--- config.mk ---
export PLATFORM = sky130hd
export DESIGN_NAME = multicast_tree_dist_seq
export DESIGN_NICKNAME = d
export VERILOG_FILES = /design/src/rtl/multicast_tree_dist_seq.sv
export SDC_FILE = /design/constraint.sdc
export NUM_CORES = 1
export LEC_CHECK = 0
export ABC_CLOCK_PERIOD_IN_PS = 3800
export BUFFER_PORTS_ARGS = -buffer_cell sky130_fd_sc_hd__buf_2
export CAP_MARGIN = 20
export CELL_PAD_IN_SITES_DETAIL_PLACEMENT = 1
export CELL_PAD_IN_SITES_GLOBAL_PLACEMENT = 2
export CORE_MARGIN = 2
export CORE_UTILIZATION = 40
export DETAILED_ROUTE_END_ITERATION = 16
export GPL_TIMING_DRIVEN = 1
export PLACE_DENSITY = 0.81
export SYNTH_ARGS = -nofsm -noshare
export SYNTH_HDL_FRONTEND = slang
export SYNTH_SLANG_ARGS = --single-unit
export TNS_END_PERCENT = 50
--- constraint.sdc ---
create_clock -name clk -period 3.8 [get_ports clk]
set_input_delay 0.38 -clock clk [delete_from_list [all_inputs] [get_ports clk]]
set_output_delay 0.38 -clock clk [all_outputs]
set_load 0.01 [all_outputs]
--- src/rtl/multicast_tree_dist_seq.sv ---
// -----------------------------------------------------------------------------
// multicast_tree_dist_seq
//
// Registered binary distribution tree. One input word fans out to any subset
// of NUM_OUTPUT_DATA ports. There is one register per tree level plus an
// output register, so latency is NUM_LEVEL+1. Subtrees that no destination
// bit reaches are pruned and hold valid=0 and data=0. A word stays in the
// output stage until every selected port has taken it. Ports that are
// already served drop valid while the others retry. The pipeline advances
// only when the output stage has fully drained.
//
// Ports
//   clk          clock, rising edge
//   rst          asynchronous reset, active low
//   i_valid      input word valid
//   i_data_bus   input word
//   i_dest_mask  destination ports, bit k selects port k
//   o_ready      input accepted when i_valid && o_ready (combinational)
//   o_valid      per-port valid
//   o_data_bus   port k at [k*DATA_WIDTH +: DATA_WIDTH]
//   i_out_ready  per-port sink ready
//   i_en         pipeline advance enable, low holds all state
//   i_flush      synchronous clear of all in-flight words
//   o_busy       any stage holds a word
// -----------------------------------------------------------------------------
module multicast_tree_dist_seq #(
    parameter int DATA_WIDTH      = 32,
    parameter int NUM_OUTPUT_DATA = 8
) (
    input  logic                                  clk,
    input  logic                                  rst,
    input  logic                                  i_valid,
    input  logic [DATA_WIDTH-1:0]                 i_data_bus,
    input  logic [NUM_OUTPUT_DATA-1:0]            i_dest_mask,
    output logic                                  o_ready,
    output logic [NUM_OUTPUT_DATA-1:0]            o_valid,
    output logic [NUM_OUTPUT_DATA*DATA_WIDTH-1:0] o_data_bus,
    input  logic [NUM_OUTPUT_DATA-1:0]            i_out_ready,
    input  logic                                  i_en,
    input  logic                                  i_flush,
    output logic                                  o_busy
);

    localparam int NUM_LEVEL = $clog2(NUM_OUTPUT_DATA);
    localparam int N         = NUM_OUTPUT_DATA;
    localparam int NODES     = N - 1;

    // Tree nodes use heap numbering. Node 1 is stage 0. Stage L holds nodes
    // 2^L .. 2^(L+1)-1, and the children of node i are 2i and 2i+1. Each
    // node keeps its submask at the global bit positions it owns, and all
    // other bits stay zero. This lets a child take its half with a single
    // AND against a constant region mask.
    logic                  vld_q  [1:NODES];
    logic                  vld_d  [1:NODES];
    logic [N-1:0]          mask_q [1:NODES];
    logic [N-1:0]          mask_d [1:NODES];
    logic [DATA_WIDTH-1:0] data_q [1:NODES];
    logic [DATA_WIDTH-1:0] data_d [1:NODES];

    logic [DATA_WIDTH-1:0] slot_data_q [N];
    logic [DATA_WIDTH-1:0] slot_data_d [N];
    logic [N-1:0]          rem_q;
    logic [N-1:0]          rem_d;

    logic                  adv;
    logic [N-1:0]          sub;
    logic                  hit;
    logic                  in_live;
    logic                  busy;

    // Mask bits owned by heap node idx.
    function automatic logic [N-1:0] node_region(input int idx);
        logic [N-1:0] r;
        int           lvl;
        int           w;
        int           j;
        lvl = 0;
        for (int l = 1; l < NUM_LEVEL; l++) begin
            if (idx >= (1 << l)) begin
                lvl = l;
            end
        end
        w = N >> lvl;
        j = idx - (1 << lvl);
        for (int b = 0; b < N; b++) begin
            r[b] = (b >= j * w) && (b < (j + 1) * w);
        end
        return r;
    endfunction

    // Global stall: the tree moves only once no selected port is still
    // waiting. This puts i_out_ready on a combinational path to o_ready.
    always_comb begin
        adv     = i_en && !i_flush && ((rem_q & ~i_out_ready) == '0);
        o_ready = adv && rst;
    end

    always_comb begin
        for (int i = 1; i <= NODES; i++) begin
            vld_d[i]  = vld_q[i];
            mask_d[i] = mask_q[i];
            data_d[i] = data_q[i];
        end
        for (int k = 0; k < N; k++) begin
            slot_data_d[k] = slot_data_q[k];
        end
        rem_d   = rem_q;
        sub     = '0;
        hit     = 1'b0;
        in_live = 1'b0;

        if (i_flush) begin
            for (int i = 1; i <= NODES; i++) begin
                vld_d[i]  = 1'b0;
                mask_d[i] = '0;
                data_d[i] = '0;
            end
            for (int k = 0; k < N; k++) begin
                slot_data_d[k] = '0;
            end
            rem_d = '0;
        end else if (adv) begin
            // A word with an empty mask is accepted here and then dropped.
            in_live   = i_valid && (i_dest_mask != '0);
            vld_d[1]  = in_live;
            mask_d[1] = in_live ? i_dest_mask : '0;
            data_d[1] = in_live ? i_data_bus : '0;
            for (int i = 2; i <= NODES; i++) begin
                sub       = mask_q[i/2] & node_region(i);
                hit       = vld_q[i/2] && (sub != '0);
                vld_d[i]  = hit;
                mask_d[i] = hit ? sub : '0;
                data_d[i] = hit ? data_q[i/2] : '0;
            end
            // Output slot k is leaf k of a virtual last level, fed by node (N+k)/2.
            for (int k = 0; k < N; k++) begin
                hit            = vld_q[(N+k)/2] && mask_q[(N+k)/2][k];
                rem_d[k]       = hit;
                slot_data_d[k] = hit ? data_q[(N+k)/2] : '0;
            end
        end else if (i_en) begin
            rem_d = rem_q & ~i_out_ready;
        end
    end

    always_ff @(posedge clk or negedge rst) begin
        if (!rst) begin
            for (int i = 1; i <= NODES; i++) begin
                vld_q[i]  <= 1'b0;
                mask_q[i] <= '0;
                data_q[i] <= '0;
            end
            for (int k = 0; k < N; k++) begin
                slot_data_q[k] <= '0;
            end
            rem_q <= '0;
        end else begin
            for (int i = 1; i <= NODES; i++) begin
                vld_q[i]  <= vld_d[i];
                mask_q[i] <= mask_d[i];
                data_q[i] <= data_d[i];
            end
            for (int k = 0; k < N; k++) begin
                slot_data_q[k] <= slot_data_d[k];
            end
            rem_q <= rem_d;
        end
    end

    always_comb begin
        busy = (rem_q != '0);
        for (int i = 1; i <= NODES; i++) begin
            busy = busy || vld_q[i];
        end
        o_busy = busy;
    end

    assign o_valid = rem_q;

    // A slot that has already been served reads 0 while its siblings retry.
    for (genvar k = 0; k < N; k++) begin : g_out
        assign o_data_bus[k*DATA_WIDTH +: DATA_WIDTH] = rem_q[k] ? slot_data_q[k] : '0;
    end

endmodule

==> reports/qor.yml, run 1 <==
grt_setup_unrepaired: "false"
dp_slack_ns: 0.772
fillers: 5320
dp_cells: 2505
async_flop_share: 1.00
drtIter0Drc: 1495
fin_crit_sh: 0.805
clk_path_buf_depth: 3
clock-sinks: 519
rrSetupSlack_ns: 0.91
final_cell_mix: "519 x dfrtp_1, 325 x a22o_1, 317 x buf_2"
hold_depth: 3
seqCellArea_um2: 13000
core_um2: 51500
io_buffer_count: 318
clockRootBuffer: "clkbuf_16"
clk_latency_ns: 0.60
synth_cells: 1618
layout.cells.non_filler: 2612
worstPathArrival_ns: 2.68
cts_made_buffers: 54
vdd_drop_max_uv: 320
r2r_cells: 5
wl_per_cell_um: 25.6
grt_overflow: 0
setup_viol: 0
cp_data_required_time_ns: 3.42
design.die.area_um2: 54200
fmax_mhz: 327
r2r_end: "vld_q[4]$_DFFE_PN0P_"
grt_use_met1: 0.364
grt_pass1_wl_um: 100000
synth-edff-count: 0
ant_nets: 0
start_util: 0.407
clock_skew_ns: 0.0148
tightest_slew_ns: 1.03
rr_startpoint: "o_valid[5]$_DFFE_PN0P_"
power.leakage_uw: 0.0128
clk_pin_slew_worst_paths_ns: 0.06
drv_cap: 0
drv_slew: 0
area_growth_pct: 20.1
core.rowCount: 83
met3_usage: 0.0375
grt_max_degree: 151
ys_warn_count: 0
die_width_um: 233
slowest_delay_ns: 0.74
cp_max_fo: 20
drt_wl_total_um: 66900
crit_buf_inv: 1
route.detailed.drc: 0
vias_per_cell: 5.82
status: "complete, no violations"
ctsHtreeMaxLevel: 2
final_util: 0.488
routabilityCongestion: 0.804
min-delay-path-class: "input pin to register"
dp_hpwl_um: 44800
yosysSeqAreaShare: 0.620
total_power_uw: 11500
cpLargestDelayFamily: "simple AND/OR/NAND/NOR gates"
cts_tree: "done"
multi_input_area_um2: 7310
synth_fp_nets: 1671
syn-cell-area_um2: 20900
dr.pass1.iters: 6
worstSetupStartpointType: "register"
ys_types: 35
ys_ff_latch: 519
chipHeight_um: 233
worstHoldEndpoint: "data_q[212]$_DFFE_PN0P_"
first_global_vias: 15575
hold_start: "i_data_bus[20]"
final_common_cell: "dfrtp_1"
drive_gt1_frac: 0.254
path_class: "register to output port"
synth_ff_type: "dfrtp_1"
grt_antenna_before_repair: 5
relSlewSlack: 0.314
p_per_area_nw_per_um2: 459
period_needed_ns: 3.06
num_vias: 15199
setup_ws_ns: 0.743
worstSetupEndpointType: "output port"
nets: 1937
io-pin-count: 319
avgSynthCellArea_um2: 12.9
critPathSlowestCell: "or4_4"
grt.busiest_layer: "met2"
path_cells: "nor2b_1, or4_4, nor3_4, and2_1, buf_2"
fin_tns_setup_ns: 0
hold_viol: 0
met2_usage: 0.371
grt_usage: 0.246
==> worst max-delay path by stage <==
stage	from	end	cells past startpoint
3_3_place_gp	i_flush	vld_q[4]$_DFFE_PN0P_	6
3_5_place_dp	i_flush	mask_q[6]$_DFFE_PN0P_	6
2_1_floorplan	o_valid[5]$_DFFE_PN0P_	o_ready	7
6_report	o_valid[5]$_DFFE_PN0P_	o_ready	5
4_1_cts	o_valid[5]$_DFFE_PN0P_	o_ready	5
5_1_grt	o_valid[5]$_DFFE_PN0P_	o_ready	5
==> per-stage QoR <==
step / cell area [um2] / hold slack (ns)
floorplan: 20900 / 0.0844
global placement: 23200 / 0.380
detailed placement: 23200 / 0.399
CTS: 25100 / 0.00453
global route: 25100 / 0.0203
finish: 25100 / 0.0317
==> registers in the layout (all words and copies together), names as in the netlist <==
signal / cells
data_q: 224
mask_q: 24
o_valid: 8
slot_data_q: 256
vld_q: 7
==> layer usage <==
| metal | vias up | share of wire |
|---|---|---|
| met1 | 8129 | 0.46 |
| met3 | 84 | 0.052 |
| met2 | 434 | 0.46 |
| met5 | - | 0 |
| met4 | 0 | 0.025 |
| li1 | 6552 | - |
==> layout make-up <==
cell class	count	share of cell area
Sequential cell	519	0.517
Multi-Input combinational cell	939	0.291
Timing Repair Buffer	366	0.0833
Clock buffer	83	0.0666
Tap cell	680	0.0338
Clock inverter	18	0.00791
Inverter	4	0.000597
Antenna cell	3	0.000299
==> cells by family after synthesis <==
family	share of synthesized area
muxes	0.0227
DFF	0.620
buffers and inverters	0.0330
and+or+nand+nor	0.114
AOI/OAI and AO/OA	0.210
==> cell usage after synthesis, types with 2 or more instances <==
| library cell | n | area share |
|---|---|---|
| dfrtp_1 | 519 | 0.62 |
| a22o_1 | 325 | 0.14 |
| and2_1 | 257 | 0.077 |
| a32o_1 | 128 | 0.061 |
| nand2_1 | 108 | 0.019 |
| clkbuf_1 | 107 | 0.019 |
| buf_2 | 43 | 0.010 |
| mux2i_1 | 43 | 0.021 |
| a31o_2 | 17 | 0.0071 |
| nor4_1 | 13 | 0.0039 |
| nor2b_1 | 10 | 0.0030 |
| buf_6 | 5 | 0.0027 |
| mux2_2 | 4 | 0.0022 |
| nor4_2 | 4 | 0.0024 |
| nor4_4 | 4 | 0.0041 |
| o21a_1 | 4 | 0.0014 |
| a21o_1 | 3 | 0.0011 |
| inv_1 | 3 | 0.00054 |
| and3_1 | 2 | 0.00060 |
| nand2b_1 | 2 | 0.00060 |
| nor4bb_1 | 2 | 0.00096 |
| o41ai_1 | 2 | 0.00084 |
==> worst reg2reg max path, cell delays in order, from the launching register on <==
cell and delay, ns:
dfrtp_1 0.38, nor2b_1 0.16, or4_4 0.74, or3_2 0.83
buf_4 0.45, a21o_1 0.23
==> where the power goes <==
group          internal (uW)  switching, uW
logic                   95.8            328
registers               5550           34.5
clock network           3300           2230
==> repair_timing <==
| item | in CTS | in global routing |
|---|---|---|
| hold endpoints to repair | 73 | 0 |
| buffers inserted | 0 | 0 |
| hold buffers | 3 | 0 |
| gates resized for setup | 0 | 0 |
Note: power is estimated with default switching activity, not from simulation.
==> inputs of run 2 (changes only) <==
ABC_CLOCK_PERIOD_IN_PS = 2950   (was 3800)
CORE_UTILIZATION = 39   (was 40)
PLACE_DENSITY = 0.79   (was 0.81)
clock period = 2.95 ns   (was 3.8 ns; I/O delays follow)
==> run 2 against run 1 <==
First-iteration DRC count decreased by 2.9%. Clock power is 28% higher. Flip-flop and latch count is the same. Largest cell class unchanged.
==> reports/qor.yml, run 2 (synthesis gave the netlist of run 1 again) <==
clockRootBuffer: "clkbuf_16"
clk_path_buf_depth: 3
ctsHtreeMaxLevel: 2
drtIter0Drc: 1451
start_util: 0.396
largest-register: "slot_data_q"
hold_viol: 0
core.rowCount: 84
slowest_delay_ns: 0.64
nets: 1948
area_growth_pct: 20.6
core_um2: 52900
rr_startpoint: "o_valid[5]$_DFFE_PN0P_"
grt_overflow: 0
worstSetupStartpointType: "register"
grt_pass1_wl_um: 102000
worstSetupStartpoint: "o_valid[5]$_DFFE_PN0P_"
cts_made_buffers: 52
clock_skew_ns: 0.0137
io-pin-count: 319
min-delay-path-class: "input pin to register"
clk_pin_slew_worst_paths_ns: 0.07
grt_max_degree: 198
r2r_end: "slot_data_q[152]$_DFFE_PN0P_"
fmax_mhz: 357
diodes: 0
design.die.area_um2: 55600
route.detailed.drc: 0
path_class: "register to output port"
power.leakage_uw: 0.0128
grt_usage: 0.240
drive_gt1_frac: 0.249
grt_setup_unrepaired: "false"
dr.pass1.iters: 5
final_cell_mix: "519 x dfrtp_1, 325 x a22o_1, 317 x buf_2"
die_width_um: 236
worstSetupEndpointType: "output port"
worst_hold_slack_ns: 0.0327
cpLargestDelayFamily: "simple AND/OR/NAND/NOR gates"
top_regs: "slot_data_q: 256 flops, data_q: 224 flops, mask_q: 24 flops"
r2r_cells: 5
rrSetupSlack_ns: 0.25
design_area_um2: 25300
status: "complete, no violations"
clk_latency_ns: 0.60
p_per_area_nw_per_um2: 586
vias_per_cell: 5.75
first_global_vias: 15725
chipHeight_um: 236
num_vias: 15105
tightest_slew_ns: 1.07
path_cells: "nor2b_1, or4_4, nor3_4, and2_1, buf_2"
ant_nets: 0
largest_reg_flops: 256
drv_cap: 0
grt_antenna_before_repair: 1
worstPathArrival_ns: 2.51
detailed_place.area_um2: 23200
cp_max_fo: 8
setup_viol: 0
crit_end: "o_ready"
period_needed_ns: 2.80
critPathSlowestCell: "or4_4"
clock-sinks: 519
dp_slack_ns: 0.400
final_common_cell: "dfrtp_1"
relSlewSlack: 0.283
drt_wl_total_um: 66700
routabilityCongestion: 0.842
cts_tree: "done"
cp.depth: 5
vdd_drop_max_uv: 421
fin_crit_sh: 0.949
crit_buf_inv: 1
setup_ws_ns: 0.150
wl_per_cell_um: 25.4
drv_slew: 0
final_util: 0.478
dp_hpwl_um: 44900
io_buffer_count: 318
cp_data_required_time_ns: 2.65
fin_tns_setup_ns: 0
-- run 2: cell count changes in the layout (fill, tap and decap cells not counted), sizes merged --
cell	change
dlygate4sd3	+18
buf	-5
clkbuf	-5
clkinv	-4
diode	-3
bufinv	+2
inv	+2
-- run 2: routing by layer --
| metal | global-route usage | wire [um] | vias up | share of wire |
|---|---|---|---|---|
| met5 | 0 | 0 | - | 0 |
| met3 | 0.0359 | 3010 | 83 | 0.045 |
| met4 | 0.0670 | 1460 | 0 | 0.022 |
| met2 | 0.373 | 31400 | 393 | 0.47 |
| li1 | - | - | 6580 | - |
| met1 | 0.350 | 30900 | 8049 | 0.46 |
-- run 2: what timing repair did --
| action | 4_1_cts | 5_1_grt |
|---|---|---|
| endpoints found under the hold margin | 87 | 0 |
| buffers inserted | 0 | 0 |
| gates resized for setup | 0 | 0 |
| hold buffers | 21 | 0 |
-- run 2: cell type report --
cell class              instances  area [um2]
flip-flops and latches        519       13000
multi-input cells             939        7310
well taps                     688         861
clock buffers                  78        1590
clock inverters                18         256
repair buffers                379        2240
inverters                       4        15.0
fillers                      5436       27600
-- run 2: worst min-delay path by stage --
stage	start	to	slack, ns	cells past startpoint
detailed placement	rst	slot_data_q[229]$_DFFE_PN0P_	0.19	1
finish	i_out_ready[0]	o_valid[0]$_DFFE_PN0P_	0.03	3
global route	i_out_ready[0]	o_valid[0]$_DFFE_PN0P_	0.03	3
floorplan	rst	data_q[0]$_DFFE_PN0P_	-0.0006	0
global placement	rst	data_q[200]$_DFFE_PN0P_	0.18	1
CTS	i_data_bus[4]	data_q[196]$_DFFE_PN0P_	0.004	3
-- run 2: worst register-to-register path, stage by stage (launching register included) --
cell and delay [ns]:
dfrtp_1 0.37, nor2b_1 0.15, or4_4 0.64, o31a_2 0.44, buf_12 0.28, a22o_1 0.69
-- run 2: stage by stage --
step                      power (uW)  std cells
after floorplan                 7550       1618
after global routing           15300       2625
final                          14800       2625
after detailed placement        7860       2508
after CTS                      14900       2625
after global placement          7840       2508
-- run 2: where the power goes --
group	total (uW)	switching, uW	internal, uW	leakage [uW]
Combinational	557	426	131	0.00470
Sequential	7190	40.0	7150	0.00724
Clock	7060	2810	4240	0.000910
Total	14800	3280	11500	0.0128
